--- src/rtl/sort_pkg.sv ---
// Shared types for the BWT merge sort scheduler:
// row layout, default geometry, bank encoding and FSM states.
package sort_pkg;

    localparam int ROWS_DEF   = 8;
    localparam int COLUMN_DEF = 3;

    localparam logic BANK_A = 1'b0;
    localparam logic BANK_B = 1'b1;

    typedef logic [COLUMN_DEF-1:0][7:0] row_t;

    typedef enum logic [2:0] {
        S_IDLE,
        S_LOAD_A,
        S_LOAD_B,
        S_FLUSH,
        S_MERGE,
        S_NEXT,
        S_DONE
    } sched_state_t;

endpackage

--- src/rtl/merge_pass_cnt.sv ---
// Nested column / run-width / base counter for the merge sort scheduler.
// One advance per run pair; last flags the final pair of column 0.
module merge_pass_cnt
    import sort_pkg::*;
#(
    parameter int ROWS   = ROWS_DEF,
    parameter int COLUMN = COLUMN_DEF,
    parameter int ADDR_W = $clog2(ROWS),
    parameter int LOG2R  = $clog2(ROWS)
) (
    input  logic              clk,
    input  logic              rst,
    input  logic              init_i,
    input  logic              advance_i,
    output logic [1:0]        col_o,
    output logic [ADDR_W:0]   w_o,
    output logic [ADDR_W-1:0] base_o,
    output logic              bank_o,
    output logic              last_o
);

    localparam int              COL_I   = COLUMN - 1;
    localparam int              WEND_I  = 1 << LOG2R;
    localparam logic [1:0]      COL_TOP = COL_I[1:0];
    localparam logic [ADDR_W:0] ROWS_V  = ROWS[ADDR_W:0];
    localparam logic [ADDR_W:0] W_END   = WEND_I[ADDR_W:0];
    localparam logic [ADDR_W:0] W_ONE   = {{ADDR_W{1'b0}}, 1'b1};

    logic [1:0]      col_q, col_d;
    logic [ADDR_W:0] w_q, w_d;
    logic [ADDR_W:0] base_q, base_d;
    logic            bank_q, bank_d;
    logic [ADDR_W:0] w2, nbase;
    logic            pass_end, col_end;

    assign w2       = w_q << 1;
    assign nbase    = base_q + w2;
    assign pass_end = (nbase == ROWS_V);
    assign col_end  = pass_end && (w2 == W_END);

    always_comb begin
        col_d  = col_q;
        w_d    = w_q;
        base_d = base_q;
        bank_d = bank_q;
        if (init_i) begin
            col_d  = COL_TOP;
            w_d    = W_ONE;
            base_d = '0;
            bank_d = BANK_A;
        end else if (advance_i) begin
            base_d = nbase;
            if (pass_end) begin
                base_d = '0;
                bank_d = ~bank_q;
                w_d    = w2;
            end
            // col holds at 0 on the final pair instead of wrapping
            if (col_end) begin
                w_d = W_ONE;
                if (col_q != 2'd0)
                    col_d = col_q - 2'd1;
            end
        end
    end

    always_ff @(posedge clk) begin
        if (rst) begin
            col_q  <= COL_TOP;
            w_q    <= W_ONE;
            base_q <= '0;
            bank_q <= BANK_A;
        end else begin
            col_q  <= col_d;
            w_q    <= w_d;
            base_q <= base_d;
            bank_q <= bank_d;
        end
    end

    assign col_o  = col_q;
    assign w_o    = w_q;
    assign base_o = base_q[ADDR_W-1:0];
    assign bank_o = bank_q;
    assign last_o = col_end && (col_q == 2'd0);

endmodule

--- src/rtl/merge_sort_sched.sv ---
// Sequencer for the two-FIFO row merger (LSD bottom-up merge sort).
// Optional SORT_CYCLE_CNT_EN builds a busy-cycle counter on cycle_cnt.
module merge_sort_sched
    import sort_pkg::*;
#(
    parameter int ROWS   = ROWS_DEF,
    parameter int COLUMN = COLUMN_DEF,
    parameter int ADDR_W = $clog2(ROWS),
    parameter int LOG2R  = $clog2(ROWS)
) (
    input  logic              clk,
    input  logic              rst,
    input  logic              start,
    output logic              busy,
    output logic              done,
    output logic              result_bank,
    output logic [1:0]        sort_num,
    output logic              buf_rd_en,
    output logic [ADDR_W-1:0] buf_rd_addr,
    output logic              buf_rd_bank,
    output logic              fifo_L_wr,
    output logic              fifo_R_wr,
    output logic              merge_hold,
    input  logic              merger_wr,
    output logic              wb_en,
    output logic [ADDR_W-1:0] wb_addr,
    output logic              wb_bank,
    output logic [31:0]       cycle_cnt
);

    localparam logic [ADDR_W:0] W_ONE = {{ADDR_W{1'b0}}, 1'b1};

    sched_state_t    state_q;
    logic [ADDR_W:0] idx_q, out_cnt_q;
    logic            busy_q, done_q, hold_q;
    logic            res_bank_q, l_wr_q, r_wr_q;

    logic [1:0]        col;
    logic [ADDR_W:0]   w;
    logic [ADDR_W-1:0] base;
    logic              bank, last;
    logic              init, advance, w_last, pair_last;

    assign init      = (state_q == S_IDLE) && start;
    assign advance   = (state_q == S_NEXT);
    assign w_last    = (idx_q == (w - W_ONE));
    assign pair_last = (out_cnt_q == ((w << 1) - W_ONE));

    merge_pass_cnt #(
        .ROWS   (ROWS),
        .COLUMN (COLUMN),
        .ADDR_W (ADDR_W),
        .LOG2R  (LOG2R)
    ) u_cnt (
        .clk       (clk),
        .rst       (rst),
        .init_i    (init),
        .advance_i (advance),
        .col_o     (col),
        .w_o       (w),
        .base_o    (base),
        .bank_o    (bank),
        .last_o    (last)
    );

    always_ff @(posedge clk) begin
        if (rst) begin
            state_q    <= S_IDLE;
            idx_q      <= '0;
            out_cnt_q  <= '0;
            busy_q     <= 1'b0;
            done_q     <= 1'b0;
            hold_q     <= 1'b1;
            res_bank_q <= BANK_A;
            l_wr_q     <= 1'b0;
            r_wr_q     <= 1'b0;
        end else begin
            l_wr_q <= (state_q == S_LOAD_A);
            r_wr_q <= (state_q == S_LOAD_B);
            done_q <= 1'b0;
            unique case (state_q)
                S_IDLE: begin
                    if (start) begin
                        state_q <= S_LOAD_A;
                        busy_q  <= 1'b1;
                        idx_q   <= '0;
                    end
                end
                S_LOAD_A: begin
                    if (w_last) begin
                        idx_q   <= '0;
                        state_q <= S_LOAD_B;
                    end else begin
                        idx_q <= idx_q + W_ONE;
                    end
                end
                S_LOAD_B: begin
                    if (w_last) begin
                        idx_q   <= '0;
                        state_q <= S_FLUSH;
                    end else begin
                        idx_q <= idx_q + W_ONE;
                    end
                end
                S_FLUSH: begin
                    state_q <= S_MERGE;
                    hold_q  <= 1'b0;
                end
                S_MERGE: begin
                    if (merger_wr) begin
                        if (pair_last) begin
                            out_cnt_q <= '0;
                            hold_q    <= 1'b1;
                            state_q   <= S_NEXT;
                        end else begin
                            out_cnt_q <= out_cnt_q + W_ONE;
                        end
                    end
                end
                S_NEXT: begin
                    // the final pair always ends a pass, so the bank flips
                    if (last) begin
                        state_q    <= S_DONE;
                        done_q     <= 1'b1;
                        res_bank_q <= ~bank;
                    end else begin
                        state_q <= S_LOAD_A;
                    end
                end
                S_DONE: begin
                    state_q <= S_IDLE;
                    busy_q  <= 1'b0;
                end
                default: state_q <= S_IDLE;
            endcase
        end
    end

    assign busy        = busy_q;
    assign done        = done_q;
    assign result_bank = res_bank_q;
    assign sort_num    = col;
    assign merge_hold  = hold_q;
    assign fifo_L_wr   = l_wr_q;
    assign fifo_R_wr   = r_wr_q;

    assign buf_rd_en   = (state_q == S_LOAD_A) || (state_q == S_LOAD_B);
    assign buf_rd_bank = bank;
    assign buf_rd_addr = (state_q == S_LOAD_B)
                       ? base + w[ADDR_W-1:0] + idx_q[ADDR_W-1:0]
                       : base + idx_q[ADDR_W-1:0];

    assign wb_en   = merger_wr && (state_q == S_MERGE);
    assign wb_addr = base + out_cnt_q[ADDR_W-1:0];
    assign wb_bank = (bank == BANK_A) ? BANK_B : BANK_A;

`ifdef SORT_CYCLE_CNT_EN
    logic [31:0] cyc_q;

    always_ff @(posedge clk) begin
        if (rst)
            cyc_q <= '0;
        else if (init)
            cyc_q <= '0;
        else if ((state_q != S_IDLE) && (state_q != S_DONE))
            cyc_q <= cyc_q + 32'd1;
    end

    assign cycle_cnt = cyc_q;
`else
    assign cycle_cnt = 32'd0;
`endif

endmodule

--- config.mk ---
export PLATFORM = sky130hd
export DESIGN_NAME = merge_sort_sched
export DESIGN_NICKNAME = d
export VERILOG_FILES = /design/src/rtl/sort_pkg.sv /design/src/rtl/merge_pass_cnt.sv /design/src/rtl/merge_sort_sched.sv
export SDC_FILE = /design/constraint.sdc
export NUM_CORES = 1
export LEC_CHECK = 0
export CORE_UTILIZATION = 55
export CTS_BUF_LIST = sky130_fd_sc_hd__clkbuf_8
export CTS_CLUSTER_SIZE = 40
export DETAILED_ROUTE_END_ITERATION = 10
export PLACE_DENSITY = 0.9
export SKIP_LAST_GASP = 1
export SLEW_MARGIN = 20
export SYNTH_ARGS = -nofsm -noshare
export SYNTH_HDL_FRONTEND = slang
export SYNTH_HIERARCHICAL = 1
export SYNTH_SLANG_ARGS = --single-unit
--- constraint.sdc ---
create_clock -name clk -period 5.9 [get_ports clk]
set_input_delay 1.18 -clock clk [delete_from_list [all_inputs] [get_ports clk]]
set_output_delay 1.18 -clock clk [all_outputs]
set_load 0.005 [all_outputs]
After elaboration in Yosys (flattened, before gate mapping):

Cells that the tools add are included.

* register bits after elaboration: 28
* bits of input ports: 4
* output and inout port bits: 50
* logic and storage cells: 86

* $add $sub $neg: 10
* equality and inequality tests: 15
* mux-type cells: 22
* bitwise operators: 2
* reduce and logical (&&, ||, !) cells: 24

Operators by type and width (number)
* two-way mux 4 bit: 6
* two-way mux 3 bit: 7
* one-hot mux 3 bit (6 select lines): 1
* adder 3 bit: 4
* == test 3 bit (second input constant): 4
* AND reduction 2 bit: 6
* != test 2 bit (second input constant): 5
* nonzero test 2 bit: 5
* adder 4 x 1 -> 4 bit (second input constant): 2
* == test 4 bit: 2
* one-hot mux 4 bit (2 select lines): 1
* subtractor 4 x 1 -> 4 bit (second input constant): 2
* == test 3 x 2 -> 1 bit (second input constant): 2
* AND reduction 3 bit: 2
* OR reduction 2 bit: 3
* two-way mux 1 bit: 5
* AND reduction 5 bit: 1
* adder 4 bit: 1
* == test 4 bit (second input constant): 1
* logical AND 1 bit: 4
* one-hot mux 1 bit (2 select lines): 2
* == test 3 x 1 -> 1 bit (second input constant): 1
* zero test 3 bit: 1
* zero test 2 bit: 1
* 3 further kinds: 4

Longest topological paths before layout:

* depth in word-level cells: 6
* mapped depth: 9
* mapped depth without buffers: 8

By module:

The synthesis kept the hierarchy.

Modules (own cells, without submodules)
* merge_sort_sched: instances 1, cells each 172, area an instance 1467.7 um^2, sequential area each 340.3 um^2
* merge_pass_cnt: instances 1, cells each 67, area an instance 605.6 um^2, sequential area each 200.2 um^2

Worst setup path before layout:

Ideal clock, no wire load.

* path type: reg2out
* from: register u_cnt.w_q[0] (netlist: u_cnt/w_o[0])
* to: output buf_rd_addr[2]
* data arrival time: 1718 ps
* data required time: 4720 ps
* path slack: 3002 ps
* stages on the path, launching flop included: 9
* path buffers: 0
* cells stage by stage: dfxtp_1 > inv_1 > fa_1 > inv_1 > ha_1 > xor2_1 > xnor2_1 > mux2i_1 > xnor2_1

* longest elaborated chain between the ends: 3

RTL lines
* from (decl): RTL line merge_pass_cnt.sv:30 `logic [ADDR_W:0] w_q, w_d;`
* from (signal assigned): RTL line merge_pass_cnt.sv:75 `w_q <= w_d;`
* adder 3 bit (2 in series): RTL line merge_sort_sched.sv:150 `? base + w[ADDR_W-1:0] + idx_q[ADDR_W-1:0]`
* two-way mux 3 bit: RTL line merge_sort_sched.sv:150
* to (decl): RTL line merge_sort_sched.sv:19 `output logic [ADDR_W-1:0] buf_rd_addr,`

Every way passes these cells.

Final worst setup path:

Same ends and word-level chain as after synthesis.

==> metrics.md <==
| Metric | Value |
|---|---|
| CTS tree | `built` |
| Number of synthesized register bits | `27` |
| Area leader, netlist | `dfxtp_1` |
| Antenna Nets Post-Route | `0` |
| RSZ-0062 raised after global routing | `no` |
| Largest net degree at the start of global routing | `19` |
| Routed len/inst | `12.8 µm` |
| Initial Util | `59.8%` |
| Starting DRC count in detailed routing | `108` |
| Clock Latency Late Sink | `0.29 ns` |
| CORE AREA | `0.00347 mm²` |
| Kind of critical path | `flip-flop to output port` |
| Vias in the first global route | `1,468` |
| Setup WS pre-CTS | `approximately 2.1 ns` |
| Height of the die | `63.4 µm` |
| Die Footprint | `0.00402 mm²` |
| Maximum root-to-sink buffer count | `2` |
| Met3 wire length | `around 150 µm` |
| Die width | `63.4 µm` |
| Nets | `273` |
| Clock power share | `28.9%` |
| Ys flop type | `dfxtp_1` |
| Most frequent cell after synthesis | `buf_4` |
| Vias per std cell | `5.29` |
| Clock Pin Slew Worst Setup and Hold Paths | `0.10 ns` |
| Fraction of power spent switching nets | `30.7%` |
| Setup Buffers After CTS | `0` |
| Sw Pwr | `0.123 mW` |
| Slew margin rel. | `43.2%` |
| Measured slew at the worst slew-check pin | `0.846 ns` |
| Pwr Density | `180 mW/mm²` |
| Seq/Total Area, Yosys | `about a quarter` |
| Req. time, crit path | `between 4 and 5 ns` |
| Hold Fails Final Rpt | `0` |
| Clk_skew | `0.00662 ns` |
| I/O pin total | `54` |
| Fin worst setup slack | `slightly above 2 ns` |
| Clock sink count | `27` |
| Global route overflow | `0` |
| Cells resized by post-CTS repair | `0` |
| CP endpoint kind | `output port` |
| Final setup vio count | `0` |
| Placer Congestion | `0.886` |
| Wl on met1 | `1.73 mm` |
| Post-synth top area share | `26.1%` |
| Reg2reg start | `state_q[0]$_SDFFE_PP0P_` |
| PortBufs | `21` |
| Post-synthesis cell area | `between 0.002 and 0.0025 mm²` |
| Gate Count Post-Synth | `239` |
| Syn. warnings | `6` |
| Worst VDD drop | `0.0912 mV` |
| Max_cap viols | `0` |
| Leak | `0.906 nW` |
| Met2 routed WL | `1.92 mm` |
| Synth area leaders | `dfxtp_1, buf_4, ha_1` |
| Crit path DAT | `2.69 ns` |
| Placed Cells incl. Taps | `296` |
| Fill cells | `313` |
| Critical Path Start | `u_cnt/w_o[0]$_SDFFE_PP1P_` |
| EDFF count, synth | `0` |
| Cell variety after synth | `53` |
| FFs w/ async S/R, synth | `0%` |
| Max Slew Vio Count | `0` |
| Fmax | `about 0.26 GHz` |
| Vias | `1,588` |
| Row cnt | `21` |
| Hold Crit Class | `flip-flop to flip-flop` |
| Crit Path Max Fanout | `10` |
| Syn-to-layout area delta | `6.88%` |
| Tmin final | `3.87 ns` |
| Layout cells sized above 1 | `under 10%` |
| Initial antenna violation count | `0` |
| Internal | `0.277 mW` |
| Most instantiated cells after synthesis | `buf_4, dfxtp_1, inv_1, nand2_1, nor2_1` |
| Avg Inst Size Synth | `8.67 µm²` |
| Final WL | `roughly 3.9 mm` |
| Antenna Diode Count | `0` |
| Final period utilization | `approximately two thirds` |
| H-tree levels | `1` |
| First-pass GRT wire length | `6.82 mm` |
| TritonCTS Buffers | `3` |
| Hold path start | `u_cnt/col_o[0]$_SDFFE_PP0P_` |
| Combinational fraction of design power | `20.6%` |
| Startpoint Class | `flip-flop` |
| # DRC | `0` |
| Reg power frac | `50.6%` |
| Total Neg Setup Slack | `0 ns` |
| DRT Pass-1 Iters | `4` |
| Final Instance Count excl. Fillers | `300` |
| Detailed placement HPWL | `2.93 mm` |
| CTS root buf | `clkbuf_8` |
| Top sig layer | `met4` |
| GR Util All Layers | `21.3%` |
| Outcome | `completed` |
| Hold buffers post-CTS | `0` |
registers in the layout (all words and copies together), names as in the netlist:
name,cells
busy,1
done,1
fifo_L_wr,1
fifo_R_wr,1
idx_q,4
merge_hold,1
out_cnt_q,4
result_bank,1
state_q,3
u_cnt/bank_o,1
u_cnt/base_q,3
u_cnt/col_o,2
u_cnt/w_o,4
area by class of cell:
class                           instances  area (µm²)  area share [%]
Tap cell                               46        57.6            2.60
Clock inverter                          1        8.76           0.395
Clock buffer                            3        41.3            1.86
Sequential cell                        27         541            24.4
Multi-Input combinational cell        182        1280            57.9
Inverter                               20        75.1            3.39
Timing Repair Buffer                   21         210            9.49
power by group through the flow:
stage | clock network [mW] | registers, mW | logic, mW
floorplan | 0 | 0.199 | 0.0719
global placement | 0 | 0.206 | 0.0788
detailed placement | 0 | 0.206 | 0.0810
CTS | 0.119 | 0.202 | 0.0814
global route | 0.128 | 0.204 | 0.0907
finish | 0.115 | 0.202 | 0.0823
metrics by stage:
| stage | total power [mW] | instance area, µm² | hold WS (ns) | utilization, % |
|---|---|---|---|---|
| 3_3_place_gp | 0.285 | 2170 | 0.462 | 62.4 |
| 3_5_place_dp | 0.287 | 2170 | 0.470 | 62.4 |
| 6_report | 0.400 | 2220 | 0.483 | 63.9 |
| 5_1_grt | 0.423 | 2220 | 0.528 | 63.9 |
| 4_1_cts | 0.402 | 2220 | 0.491 | 63.9 |
| 2_1_floorplan | 0.271 | 2190 | 0.459 | - |
critical path: stages (launching register included):
cell             delay, ns
dfxtp_1               0.53
inv_1                 0.14
fa_1                  0.40
inv_1                 0.06
ha_1                  0.14
xor2_1                0.19
xnor2_1               0.14
mux2i_1               0.10
xnor2_1               0.17
clkdlybuf4s50_1       0.52
placed cells by master, fill, tap and decap left out, types with 6 or more instances in the layout:
master / count
clkdlybuf4s50_1: 21
ha_1: 9
nand3_1: 6
inv_1: 20
nand2_1: 14
a21oi_1: 9
xor2_1: 8
o21ai_0: 10
dfxtp_1: 27
mux2i_1: 6
xnor2_1: 8
conb_1: 33
nor2_1: 13
path summary, 6_finish.rpt:
kind                                                    end  slack (ns)  cells past startpoint
worst max-delay path                         buf_rd_addr[2]        2.03                      9
worst min-delay path            u_cnt/col_o[0]$_SDFFE_PP0P_        0.48                      2
worst max register to register    u_cnt/w_o[3]$_SDFFE_PP0P_        3.20                      5
worst min register to register  u_cnt/col_o[0]$_SDFFE_PP0P_        0.48                      2
layer usage:
metal	GRT usage [%]	vias up
li1	-	779
met1	27.7	756
met2	35.6	48
met3	2.72	5
met4	8.52	0
met5	0	-
cells by family after synthesis:
kind of cell | synth area share (%)
flops | 26.1
buf+inv | 17.7
fa+ha+maj | 10.3
simple gates | 18.3
other cells | 0.362
mux | 2.90
compound gates | 14.4
xor+xnor | 10.0
Note: power is estimated with default switching activity, not from simulation.
